<file path="config.mk">
export PLATFORM = sky130hd
export DESIGN_NAME = scan_test_controller_flat
export DESIGN_NICKNAME = d
export VERILOG_FILES = /design/src/rtl/scan_test_if.sv /design/src/rtl/scan_test_controller.sv /design/src/flat_wrapper.sv
export SDC_FILE = /design/constraint.sdc
export NUM_CORES = 1
export LEC_CHECK = 0
export ABC_AREA = 1
export BUFFER_PORTS_ARGS = -buffer_cell sky130_fd_sc_hd__buf_2
export CORE_UTILIZATION = 57
export CTS_CLUSTER_SIZE = 16
export DETAILED_ROUTE_END_ITERATION = 8
export PLACE_DENSITY_LB_ADDON = 0.15
export SYNTH_ARGS = -nofsm -noshare
export SYNTH_HDL_FRONTEND = slang
export SYNTH_SLANG_ARGS = --single-unit
</file>
<file path="constraint.sdc">
create_clock -name clk -period 3.19 [get_ports clk]
set_input_delay 0.7975 -clock clk [delete_from_list [all_inputs] [get_ports clk]]
set_output_delay 0.7975 -clock clk [all_outputs]
set_load 0.1 [all_outputs]
</file>
<file path="src/rtl/scan_test_if.sv">
// Handshake and scan-port bundle between a scan test controller and its user/chain.
interface scan_test_if #(parameter int CHAIN_LEN = 4);
   logic                 start;
   logic [CHAIN_LEN-1:0] pattern;
   logic [CHAIN_LEN-1:0] expected;
   logic                 scan_out;
   logic                 scan_en;
   logic                 scan_in;
   logic                 busy;
   logic                 done;
   logic                 pass;
   logic [CHAIN_LEN-1:0] captured;
   logic [CHAIN_LEN-1:0] fail_mask;

   modport master (output start, pattern, expected, scan_out,
                   input  scan_en, scan_in, busy, done, pass, captured, fail_mask);
   modport slave  (input  start, pattern, expected, scan_out,
                   output scan_en, scan_in, busy, done, pass, captured, fail_mask);
endinterface

</file>
<file path="src/rtl/scan_test_controller.sv">
// Runs one scan pattern: shift in, one capture cycle, shift out, compare against expected.
//
// state       | meaning
// S_IDLE      | waiting for start, scan outputs low
// S_SHIFT_IN  | CHAIN_LEN cycles loading pattern MSB first
// S_CAPTURE   | one functional cycle, chain loads next-state
// S_SHIFT_OUT | CHAIN_LEN cycles unloading the chain
// S_DONE      | one cycle result pulse, start accepted back-to-back
module scan_test_controller #(
   parameter int CHAIN_LEN = 4
) (
   input  logic        clk,
   input  logic        reset,
   scan_test_if.slave  bus
);
   localparam int CW = $clog2(CHAIN_LEN + 1);
   localparam logic [CW-1:0] LAST = CW'(CHAIN_LEN - 1);

   localparam logic [2:0] S_IDLE      = 3'd0;
   localparam logic [2:0] S_SHIFT_IN  = 3'd1;
   localparam logic [2:0] S_CAPTURE   = 3'd2;
   localparam logic [2:0] S_SHIFT_OUT = 3'd3;
   localparam logic [2:0] S_DONE      = 3'd4;

   logic [2:0]           state_q, state_d;
   logic [CW-1:0]        cnt_q, cnt_d;
   logic [CHAIN_LEN-1:0] pat_q, pat_d;
   logic [CHAIN_LEN-1:0] exp_q, exp_d;
   logic [CHAIN_LEN-1:0] sh_q, sh_d;
   logic                 scan_en_q, scan_en_d;
   logic                 scan_in_q, scan_in_d;
   logic                 busy_q, busy_d;
   logic                 done_q, done_d;
   logic                 pass_q, pass_d;
   logic [CHAIN_LEN-1:0] captured_q, captured_d;
   logic [CHAIN_LEN-1:0] fail_mask_q, fail_mask_d;
   logic [CHAIN_LEN-1:0] cap_next;

   always_comb begin
      state_d     = state_q;
      cnt_d       = cnt_q;
      pat_d       = pat_q;
      exp_d       = exp_q;
      sh_d        = sh_q;
      scan_en_d   = scan_en_q;
      scan_in_d   = scan_in_q;
      busy_d      = busy_q;
      done_d      = 1'b0;
      pass_d      = pass_q;
      captured_d  = captured_q;
      fail_mask_d = fail_mask_q;
      // first unloaded bit ends up in the MSB after CHAIN_LEN shifts
      cap_next    = {sh_q[CHAIN_LEN-2:0], bus.scan_out};

      case (state_q)
         S_IDLE, S_DONE: begin
            if (bus.start) begin
               state_d   = S_SHIFT_IN;
               cnt_d     = '0;
               pat_d     = bus.pattern << 1;
               exp_d     = bus.expected;
               scan_en_d = 1'b1;
               scan_in_d = bus.pattern[CHAIN_LEN-1];
               busy_d    = 1'b1;
            end else begin
               state_d   = S_IDLE;
               scan_en_d = 1'b0;
               scan_in_d = 1'b0;
               busy_d    = 1'b0;
            end
         end
         S_SHIFT_IN: begin
            if (cnt_q == LAST) begin
               state_d   = S_CAPTURE;
               cnt_d     = '0;
               scan_en_d = 1'b0;
               scan_in_d = 1'b0;
            end else begin
               cnt_d     = cnt_q + CW'(1);
               scan_in_d = pat_q[CHAIN_LEN-1];
               pat_d     = pat_q << 1;
            end
         end
         S_CAPTURE: begin
            state_d   = S_SHIFT_OUT;
            cnt_d     = '0;
            scan_en_d = 1'b1;
            scan_in_d = 1'b0;
         end
         S_SHIFT_OUT: begin
            sh_d = cap_next;
            if (cnt_q == LAST) begin
               state_d     = S_DONE;
               cnt_d       = '0;
               scan_en_d   = 1'b0;
               busy_d      = 1'b0;
               done_d      = 1'b1;
               captured_d  = cap_next;
               fail_mask_d = cap_next ^ exp_q;
               pass_d      = (cap_next == exp_q);
            end else begin
               cnt_d = cnt_q + CW'(1);
            end
         end
         default: begin
            state_d   = S_IDLE;
            scan_en_d = 1'b0;
            scan_in_d = 1'b0;
            busy_d    = 1'b0;
         end
      endcase
   end

   always_ff @(posedge clk or posedge reset) begin
      if (reset) begin
         state_q     <= S_IDLE;
         cnt_q       <= '0;
         pat_q       <= '0;
         exp_q       <= '0;
         sh_q        <= '0;
         scan_en_q   <= 1'b0;
         scan_in_q   <= 1'b0;
         busy_q      <= 1'b0;
         done_q      <= 1'b0;
         pass_q      <= 1'b0;
         captured_q  <= '0;
         fail_mask_q <= '0;
      end else begin
         state_q     <= state_d;
         cnt_q       <= cnt_d;
         pat_q       <= pat_d;
         exp_q       <= exp_d;
         sh_q        <= sh_d;
         scan_en_q   <= scan_en_d;
         scan_in_q   <= scan_in_d;
         busy_q      <= busy_d;
         done_q      <= done_d;
         pass_q      <= pass_d;
         captured_q  <= captured_d;
         fail_mask_q <= fail_mask_d;
      end
   end

   assign bus.scan_en   = scan_en_q;
   assign bus.scan_in   = scan_in_q;
   assign bus.busy      = busy_q;
   assign bus.done      = done_q;
   assign bus.pass      = pass_q;
   assign bus.captured  = captured_q;
   assign bus.fail_mask = fail_mask_q;
endmodule

</file>
<file path="src/flat_wrapper.sv">
// flat-port wrapper written by rule: the top's interface ports become plain ports
module scan_test_controller_flat 
#(
   parameter int CHAIN_LEN = 4
)
  (clk, reset, bus_start, bus_pattern, bus_expected, bus_scan_out, bus_scan_en, bus_scan_in, bus_busy, bus_done, bus_pass, bus_captured, bus_fail_mask);
  scan_test_if #(.CHAIN_LEN(CHAIN_LEN)) bus_i ();
  input  logic clk;
  input  logic reset;
  input wire logic [$bits(bus_i.start)-1:0] bus_start;
  input wire logic [$bits(bus_i.pattern)-1:0] bus_pattern;
  input wire logic [$bits(bus_i.expected)-1:0] bus_expected;
  input wire logic [$bits(bus_i.scan_out)-1:0] bus_scan_out;
  output wire logic [$bits(bus_i.scan_en)-1:0] bus_scan_en;
  output wire logic [$bits(bus_i.scan_in)-1:0] bus_scan_in;
  output wire logic [$bits(bus_i.busy)-1:0] bus_busy;
  output wire logic [$bits(bus_i.done)-1:0] bus_done;
  output wire logic [$bits(bus_i.pass)-1:0] bus_pass;
  output wire logic [$bits(bus_i.captured)-1:0] bus_captured;
  output wire logic [$bits(bus_i.fail_mask)-1:0] bus_fail_mask;
  assign bus_i.start = bus_start;
  assign bus_i.pattern = bus_pattern;
  assign bus_i.expected = bus_expected;
  assign bus_i.scan_out = bus_scan_out;
  assign bus_scan_en = bus_i.scan_en;
  assign bus_scan_in = bus_i.scan_in;
  assign bus_busy = bus_i.busy;
  assign bus_done = bus_i.done;
  assign bus_pass = bus_i.pass;
  assign bus_captured = bus_i.captured;
  assign bus_fail_mask = bus_i.fail_mask;
  scan_test_controller #(.CHAIN_LEN(CHAIN_LEN)) u_core (.clk(clk), .reset(reset), .bus(bus_i));
endmodule
</file>
==> out/metrics.yaml, run 1 <==
floorplan:
  die_width_um: 49.6
  num_rows: 16
  num_io_pins: 25
  coreArea_sq_um: 2040
  start_util_pct: 63.2
  die-area_sq_um: 2460
  die_y_um: 49.6
timing:
  final_max_slew_viol_count: 0
  fin_hold_ws_ns: 0.481
  worst_pin_slew_ns: 0.489
  tns_ns: 0
  finClkSkew_ns: 0.00467
  setup_viol: 0
  finalCritPeriodShare_pct: 60.1
  max_freq_mhz: 521
  relSlewSlack_pct: 67.6
  finalHoldViolCount: 0
  finalCriticalPeriod_ns: 1.92
  grt_setup_unrepaired: "no"
min_path:
  hold_start: "u_core.pat_q[1]$_DFFE_PP0P_"
  hold_class: "register to register"
  hold_end: "u_core.pat_q[1]$_DFFE_PP0P_"
  hold_depth: 2
layout:
  num-fill-cells: 158
  antennaDiodeCount: 0
  fin_area_sq_um: 1530
  nets: 198
  drive_gt1_share_pct: 22.6
  layout-area-overhead-vs-synth_pct: 18.2
  final_cells: 213
routing:
  drt_iter0_markers: 35
  drt_pass1_iterations: 4
  ant_nets: 0
  vias: 1035
  wl_per_cell_um: 11.5
  drt-total-wl_um: 2440
  drt_drc_violations_left: 0
  viasPerCell: 4.86
synth:
  ys_top_cells_by_count: "nand2_1 (66), dfrtp_1 (29), inv_1 (18)"
  syn_inst: 154
  synth_compound_area_share_pct: 7.86
  synthMuxAreaShare_pct: 0
  synth_top_area_share_pct: 56.3
  syn_avg_cell_area_sq_um: 8.38
  ys_types: 17
  synth_xor_area_share_pct: 1.36
  ys.flop_type: "dfrtp_1"
  ys_seq_area_share_pct: 56.3
  synth-async-reset-ratio_pct: 100
  ys_ff_latch: 29
  synth_top_family_by_area: "simple AND/OR/NAND/NOR gates"
  synth-edff-count: 0
  synth.most_common_cell: "nand2_1"
  synth_top_area_cell: "dfrtp_1"
  yosysWarningCount: 0
  synth_fp_nets: 167
  syn_area_sq_um: 1290
  synthTopCellsByArea: "dfrtp_1 (56%), nand2_1 (19%), inv_1 (5.2%)"
  synth-adder-area-share_pct: 0.970
  synth-simple-area-share_pct: 27.2
clock_network:
  cts_made_buffers: 5
  cts.repair.resized: 0
  cts_root_buf: "clkbuf_4"
  cts_buffer_depth: 2
  clkTransAtPathRegs_ns: 0.09
  tritoncts: "yes"
  hold_buffers: 0
  htree_num_levels: 2
  clock_sinks: 29
  post_cts.repair.setup_buffers: 0
  clock_insertion_delay_worst_skew_ns: 0.33
worst_setup_path:
  r2r-end: "u_core.bus.fail_mask[0]$_DFFE_PP0P_"
  slowest_delay_ns: 0.43
  rrSetupSlack_ns: 1.79
  path_buf_inv: 1
  cp_cell_sequence: "buf_2"
  startpoint_type: "register"
  crit_required_ns: 2.39
  worst_path_max_delay_cell: "buf_2"
  r2r-start: "u_core.cnt_q[0]$_DFFE_PP0P_"
  cp_max_fo: 2
  ff2ff_path_depth: 7
  end_kind: "primary output"
  cp_top_family: "buffers and inverters"
  worstSetupPathType: "register to primary output"
  arrival_ns: 1.12
grt:
  grt-ovfl-total: 0
  grt_pass1_vias: 952
  antenna_found_initial: 0
  grt_max_degree: 30
  grt_pass1_wl_um: 4200
  track_usage_pct: 23.7
placed_design:
  gp_congestion: 0.803
  hpwl_um: 1750
  port_buffers: 24
  place_area_sq_um: 1440
  place_inst: 205
outcome:
  status: "complete, no violations"
run:
  cap_violations: 0
cell usage in the layout, fill, tap and decap left out, drive strengths merged:
master / n
nand3: 6
nor2: 11
buf: 25
o21a: 1
ha: 1
a21oi: 2
bufinv: 1
nand2: 68
or2: 1
clkbuf: 7
o21ai: 13
xor2: 2
inv: 19
dfrtp: 29
metrics by stage:
stage / utilization [%] / worst slack, ns
CTS: 74.7 / 1.26
floorplan: - / 1.49
global placement: 70.5 / 1.65
finish: 74.7 / 1.27
detailed placement: 70.5 / 1.64
global route: 74.7 / 1.22
final cells by class:
cell class | count | area [sq um] | share of cell area (%)
sequential | 29 | 726 | 47.6
multi-input combinational | 105 | 482 | 31.6
timing repair buffer | 25 | 128 | 8.37
inverter | 19 | 71.3 | 4.68
clock buffer | 7 | 55.1 | 3.61
tap | 27 | 33.8 | 2.21
clock inverter | 1 | 30.0 | 1.97
per-layer routing:
| layer | up-vias | global-route usage [%] | share of wire (%) |
|---|---|---|---|
| met5 | - | 0 | 0 |
| li1 | 535 | - | - |
| met4 | 0 | 7.14 | 0.66 |
| met2 | 38 | 35.1 | 46 |
| met3 | 3 | 10.5 | 8.0 |
| met1 | 459 | 31.3 | 45 |
logic make-up (layout without fill, tap and decap cells):
| family | after synthesis | in the layout |
|---|---|---|
| compound gates | 16 | 16 |
| flops | 29 | 29 |
| buf+inv | 20 | 52 |
| xor+xnor | 2 | 2 |
| fa+ha+maj | 1 | 1 |
| simple gates | 86 | 86 |
registers in the layout (all words and copies together) (netlist names):
signal,flops
u_core.cnt_q,3
u_core.exp_q,4
u_core.sh_q,3
u_core.bus.scan_en,1
u_core.bus.fail_mask,4
u_core.bus.captured,4
u_core.pat_q,3
u_core.bus.busy,1
u_core.bus.pass,1
u_core.bus.scan_in,1
u_core.bus.done,1
u_core.state_q,3
worst max-delay path by stage:
stage,startpoint,to,depth (start not counted)
after floorplan,u_core.bus.fail_mask[0]$_DFFE_PP0P_,bus_fail_mask[0],0
after global placement,u_core.bus.fail_mask[0]$_DFFE_PP0P_,bus_fail_mask[0],1
after detailed placement,u_core.bus.scan_in$_DFFE_PP0N_,bus_scan_in,1
after CTS,u_core.bus.fail_mask[0]$_DFFE_PP0P_,bus_fail_mask[0],1
after global routing,u_core.bus.scan_in$_DFFE_PP0N_,bus_scan_in,1
final,u_core.bus.fail_mask[0]$_DFFE_PP0P_,bus_fail_mask[0],1
Power of run 1 is not shown: default switching activity piles up to over one toggle a cycle in this logic, so the estimate is an artifact.
==> run 2, diff against run 1 <==
CORE_UTILIZATION = 48   (was 57)
clock period = 1.7 ns   (was 3.19 ns; I/O delays follow)
==> run 2 against run 1 <==
  * Flip-flop and latch count unchanged
  * Worst hold slack worse by 0.41 ns
  * Wire length rose by 1.0%
  * Highest routed layer unchanged
  * Global-route usage shrank 2.7 points
  * Count of clock-buffer cells in the layout up 1
  * Critical path type unchanged
==> out/metrics.yaml, run 2 (same netlist as run 1, synthesis figures left out) <==
timing:
  grt_setup_unrepaired: "no"
  finalCritPeriodShare_pct: 92.5
  finClkSkew_ns: 0.0130  # +0.00831 ns
  finalHoldViolCount: 0  # unchanged
  fin_hold_ws_ns: 0.0705  # -0.410 ns
  setup_viol: 0  # unchanged
  finalCriticalPeriod_ns: 1.57
  relSlewSlack_pct: 67.8  # +0.21 points
  final_max_slew_viol_count: 0  # unchanged
  worst_pin_slew_ns: 0.486  # -0.00314 ns
  setup_ws_ns: 0.128  # -1.14 ns
  tns_ns: 0  # unchanged
  max_freq_mhz: 636
worst_setup_path:
  ff2ff_path_depth: 7  # unchanged
  cp_top_family: "buffers and inverters"
  end_kind: "primary output"
  r2r-start: "u_core.cnt_q[0]$_DFFE_PP0P_"
  path_buf_inv: 1  # unchanged
  rrSetupSlack_ns: 0.35  # -1.44 ns
  cp.depth: 1  # unchanged
  r2r-end: "u_core.bus.fail_mask[0]$_DFFE_PP0P_"
  arrival_ns: 1.15  # +0.03 ns
  slowest_delay_ns: 0.43  # about the same
  crit_end: "bus_scan_in"
  cp_max_fo: 2  # unchanged
  worst_path_max_delay_cell: "buf_2"
  crit_required_ns: 1.27  # -1.12 ns
  cp-startpoint: "u_core.bus.scan_in$_DFFE_PP0N_"
  startpoint_type: "register"
  worstSetupPathType: "register to primary output"
  cp_cell_sequence: "buf_2"
layout:
  drive_gt1_share_pct: 21.9  # -0.66 points
  layout-area-overhead-vs-synth_pct: 16.3
  final_cells: 217  # +1.9%
  nets: 199  # +0.51%
  final_cell_mix: "nand2_1 (66), dfrtp_1 (29), buf_2 (24)"
  layout_commonest_cell: "nand2_1"
  antennaDiodeCount: 0  # unchanged
placed_design:
  gp_congestion: 0.702  # -13%
  place_inst: 209  # +2.0%
  hpwl_um: 1860  # +6.8%
  dp_slack_ns: 0.359  # -1.28 ns
  port_buffers: 24  # unchanged
clock_network:
  clock_sinks: 29  # unchanged
  tritoncts: "yes"
  hold_buffers: 0  # unchanged
  cts_made_buffers: 5  # unchanged
  cts.repair.resized: 0  # unchanged
  post_cts.repair.setup_buffers: 0  # unchanged
  clkTransAtPathRegs_ns: 0.09  # about the same
  clock_insertion_delay_worst_skew_ns: 0.34  # about the same
  cts_buffer_depth: 2  # unchanged
  cts_root_buf: "clkbuf_4"
  htree_num_levels: 2  # unchanged
floorplan:
  num_io_pins: 25  # unchanged
  die_y_um: 53.8  # +8.6%
  num_rows: 18  # +2
  die-area_sq_um: 2900  # +18%
  coreArea_sq_um: 2500  # +22%
  start_util_pct: 51.6  # -12 points
  die_width_um: 53.8  # +8.6%
outcome:
  status: "complete, no violations"
routing:
  ant_nets: 0  # unchanged
  drt_pass1_iterations: 4  # unchanged
  viasPerCell: 4.82  # -0.71%
  drt_drc_violations_left: 0  # unchanged
  wl_per_cell_um: 11.4  # -0.84%
  drt_iter0_markers: 19  # -46%
  vias: 1047  # +1.2%
  drt-total-wl_um: 2460  # +1.0%
run:
  cap_violations: 0  # unchanged
grt:
  antenna_found_initial: 0  # unchanged
  grt_pass1_vias: 928  # -2.5%
  grt-ovfl-total: 0  # unchanged
  track_usage_pct: 21.0  # -2.7 points
  grt_max_degree: 17  # -43%
  grt_pass1_wl_um: 4040  # -3.6%
min_path:
  hold_class: "primary input to asynchronous set/reset pin"
## run 2: through the flow
step                      instance area (sq um)  util, %
final                                      1500     60.0
after floorplan                            1290        -
after detailed placement                   1450     58.1
after global routing                       1500     60.0
after CTS                                  1500     60.0
after global placement                     1450     58.1
## run 2: final cells by class
class,count,area [sq um]
flip-flops and latches,29,726
multi-input cells,105,482
repair buffers,26,135
inverters,19,71.3
fillers,232,1000
well taps,30,37.5
clock buffers,8,48.8
## run 2: worst min path at each step
| stage | from | end | slack, ns | cells after the start |
|---|---|---|---|---|
| CTS | reset | u_core.cnt_q[0]$_DFFE_PP0P_ | 0.08 | 2 |
| global route | reset | u_core.cnt_q[0]$_DFFE_PP0P_ | 0.10 | 2 |
| global placement | reset | u_core.pat_q[2]$_DFFE_PP0P_ | 0.42 | 2 |
| detailed placement | reset | u_core.pat_q[2]$_DFFE_PP0P_ | 0.44 | 2 |
| floorplan | u_core.pat_q[1]$_DFFE_PP0P_ | u_core.pat_q[1]$_DFFE_PP0P_ | 0.44 | 2 |
| finish | reset | u_core.pat_q[2]$_DFFE_PP0P_ | 0.07 | 2 |
## run 2: per-layer routing
| layer | GRT usage, % | vias up | share of wire (%) |
|---|---|---|---|
| met2 | 29.4 | 27 | 43 |
| met1 | 28.1 | 480 | 49 |
| met4 | 13.2 | 0 | 2.7 |
| met5 | 0 | - | 0 |
| li1 | - | 532 | - |
| met3 | 6.21 | 8 | 5.4 |
Power of run 2 is left out for the same reason.
==> run 3, diff against run 2 <==
GPL_ROUTABILITY_DRIVEN = 0   (was default)
REMOVE_ABC_BUFFERS = 1   (was default)
==> run 3 against run 2 <==
  * Flip-flop and latch count is the same
  * Non-clock buffer count shrank 1
  * Sequential share of layout area is essentially flat
  * Maximum frequency grew 1.6%
  * Critical path depth is the same
  * Count of clock-buffer cells in the layout shrank 1
  * Worst hold slack gained 0.084 ns
  * Clock skew shrank 0.0050 ns
  * Cell area is essentially flat
  * Die area is the same
  * Critical path type unchanged
==> out/metrics.yaml, run 3 (same netlist as run 1, synthesis figures left out) <==
floorplan:
  num_rows: 18  # unchanged
  die_width_um: 53.8  # unchanged
  num_io_pins: 25  # unchanged
  coreArea_sq_um: 2500  # unchanged
  die_y_um: 53.8  # unchanged
  die-area_sq_um: 2900  # unchanged
  start_util_pct: 51.6  # unchanged
worst_setup_path:
  cp_cell_sequence: "buf_2"
  arrival_ns: 1.12  # -0.03 ns
  worstSetupPathType: "register to primary output"
  cp_max_fo: 2  # unchanged
  end_kind: "primary output"
  cp_top_family: "buffers and inverters"
  crit_required_ns: 1.27  # about the same
  slowest_delay_ns: 0.43  # about the same
  startpoint_type: "register"
  path_buf_inv: 1  # unchanged
  worst_path_max_delay_cell: "buf_2"
routing:
  drt_iter0_markers: 27  # +8
  drt_drc_violations_left: 0  # unchanged
  wl_per_cell_um: 11.0  # -3.5%
  vias: 1029  # -1.7%
  ant_nets: 0  # unchanged
  drt_pass1_iterations: 3  # -1
  viasPerCell: 4.79  # -0.80%
  drt-total-wl_um: 2360  # -4.4%
layout:
  num-fill-cells: 240  # +3.4%
  final_cell_mix: "nand2_1 (66), dfrtp_1 (29), buf_2 (24)"
  fin_area_sq_um: 1500  # about the same
  drive_gt1_share_pct: 22.2  # +0.24 points
  nets: 198  # -0.50%
  antennaDiodeCount: 0  # unchanged
  regArea_sq_um: 726  # unchanged
  layout-area-overhead-vs-synth_pct: 16.2  # about the same
  layout_commonest_cell: "nand2_1"
  multi_input_comb_area_sq_um: 482  # unchanged
clock_network:
  cts_buffer_depth: 2  # unchanged
  clock_sinks: 29  # unchanged
  hold_buffers: 0  # unchanged
  tritoncts: "yes"
  cts_root_buf: "clkbuf_4"
  cts_made_buffers: 5  # unchanged
  clkTransAtPathRegs_ns: 0.09  # about the same
  post_cts.repair.setup_buffers: 0  # unchanged
  cts.repair.resized: 0  # unchanged
  htree_num_levels: 2  # unchanged
  clock_insertion_delay_worst_skew_ns: 0.33  # about the same
grt:
  track_usage_pct: 19.2  # -1.8 points
  grt_pass1_wl_um: 3710  # -8.2%
  grt-ovfl-total: 0  # unchanged
  antenna_found_initial: 0  # unchanged
  grt_max_degree: 30  # +13
  grt_pass1_vias: 895  # -3.6%
timing:
  finalHoldViolCount: 0  # unchanged
  finalCriticalPeriod_ns: 1.55  # -0.0248 ns
  tns_ns: 0  # unchanged
  relSlewSlack_pct: 67.8  # -0.073 points
  max_freq_mhz: 646  # +1.6%
  setup_viol: 0  # unchanged
  grt_setup_unrepaired: "no"
  worst_pin_slew_ns: 0.487  # +0.00111 ns
  finalCritPeriodShare_pct: 91.0  # -1.5 points
  setup_ws_ns: 0.153  # +0.0248 ns
  finClkSkew_ns: 0.00801  # -0.00497 ns
  final_max_slew_viol_count: 0  # unchanged
placed_design:
  port_buffers: 24  # unchanged
  hpwl_um: 1750  # -5.9%
  dp_slack_ns: 0.330  # -0.0299 ns
  place_area_sq_um: 1440  # -0.52%
outcome:
  status: "complete, no violations"
min_path:
  hold_class: "primary input to asynchronous set/reset pin"
run:
  cap_violations: 0  # unchanged
-- run 3: cell type report --
cell class	instances	share of cell area, %
multi-input cells	105	32.1
flip-flops and latches	29	48.4
repair buffers	25	8.51
well taps	30	2.50
inverters	19	4.76
clock buffers	7	3.67
-- run 3: per-layer routing --
metal	vias to the layer above	part of all wire, %	global-route usage (%)
met5	-	0	0
met4	0	1.7	7.89
met3	6	4.9	9.32
met2	21	43	29.0
met1	468	50	23.2
li1	534	-	-
-- run 3: through the flow --
step	utilization [%]	hold WS, ns	cells
2_1_floorplan	-	0.442	153
3_3_place_gp	57.8	0.453	208
3_5_place_dp	57.8	0.462	208
4_1_cts	60.0	0.160	215
5_1_grt	60.0	0.190	215
6_report	60.0	0.155	215
-- run 3: worst paths after layout --
kind                                                             to  slack (ns)  depth (start not counted)                                start
worst max-delay path                               bus_fail_mask[1]        0.15                          1  u_core.bus.fail_mask[1]$_DFFE_PP0P_
worst min register to register  u_core.bus.fail_mask[2]$_DFFE_PP0P_        0.48                          2  u_core.bus.fail_mask[2]$_DFFE_PP0P_
worst min-delay path                      u_core.bus.done$_DFF_PP0_        0.15                          3                                reset
min in group clk                        u_core.exp_q[2]$_DFFE_PP0P_        0.29                          3                      bus_expected[2]
max in group asynchronous            u_core.bus.scan_in$_DFFE_PP0N_        1.27                          3                                reset
worst max register to register  u_core.bus.fail_mask[0]$_DFFE_PP0P_        0.32                          7          u_core.cnt_q[0]$_DFFE_PP0P_
Power of run 3 is left out for the same reason.
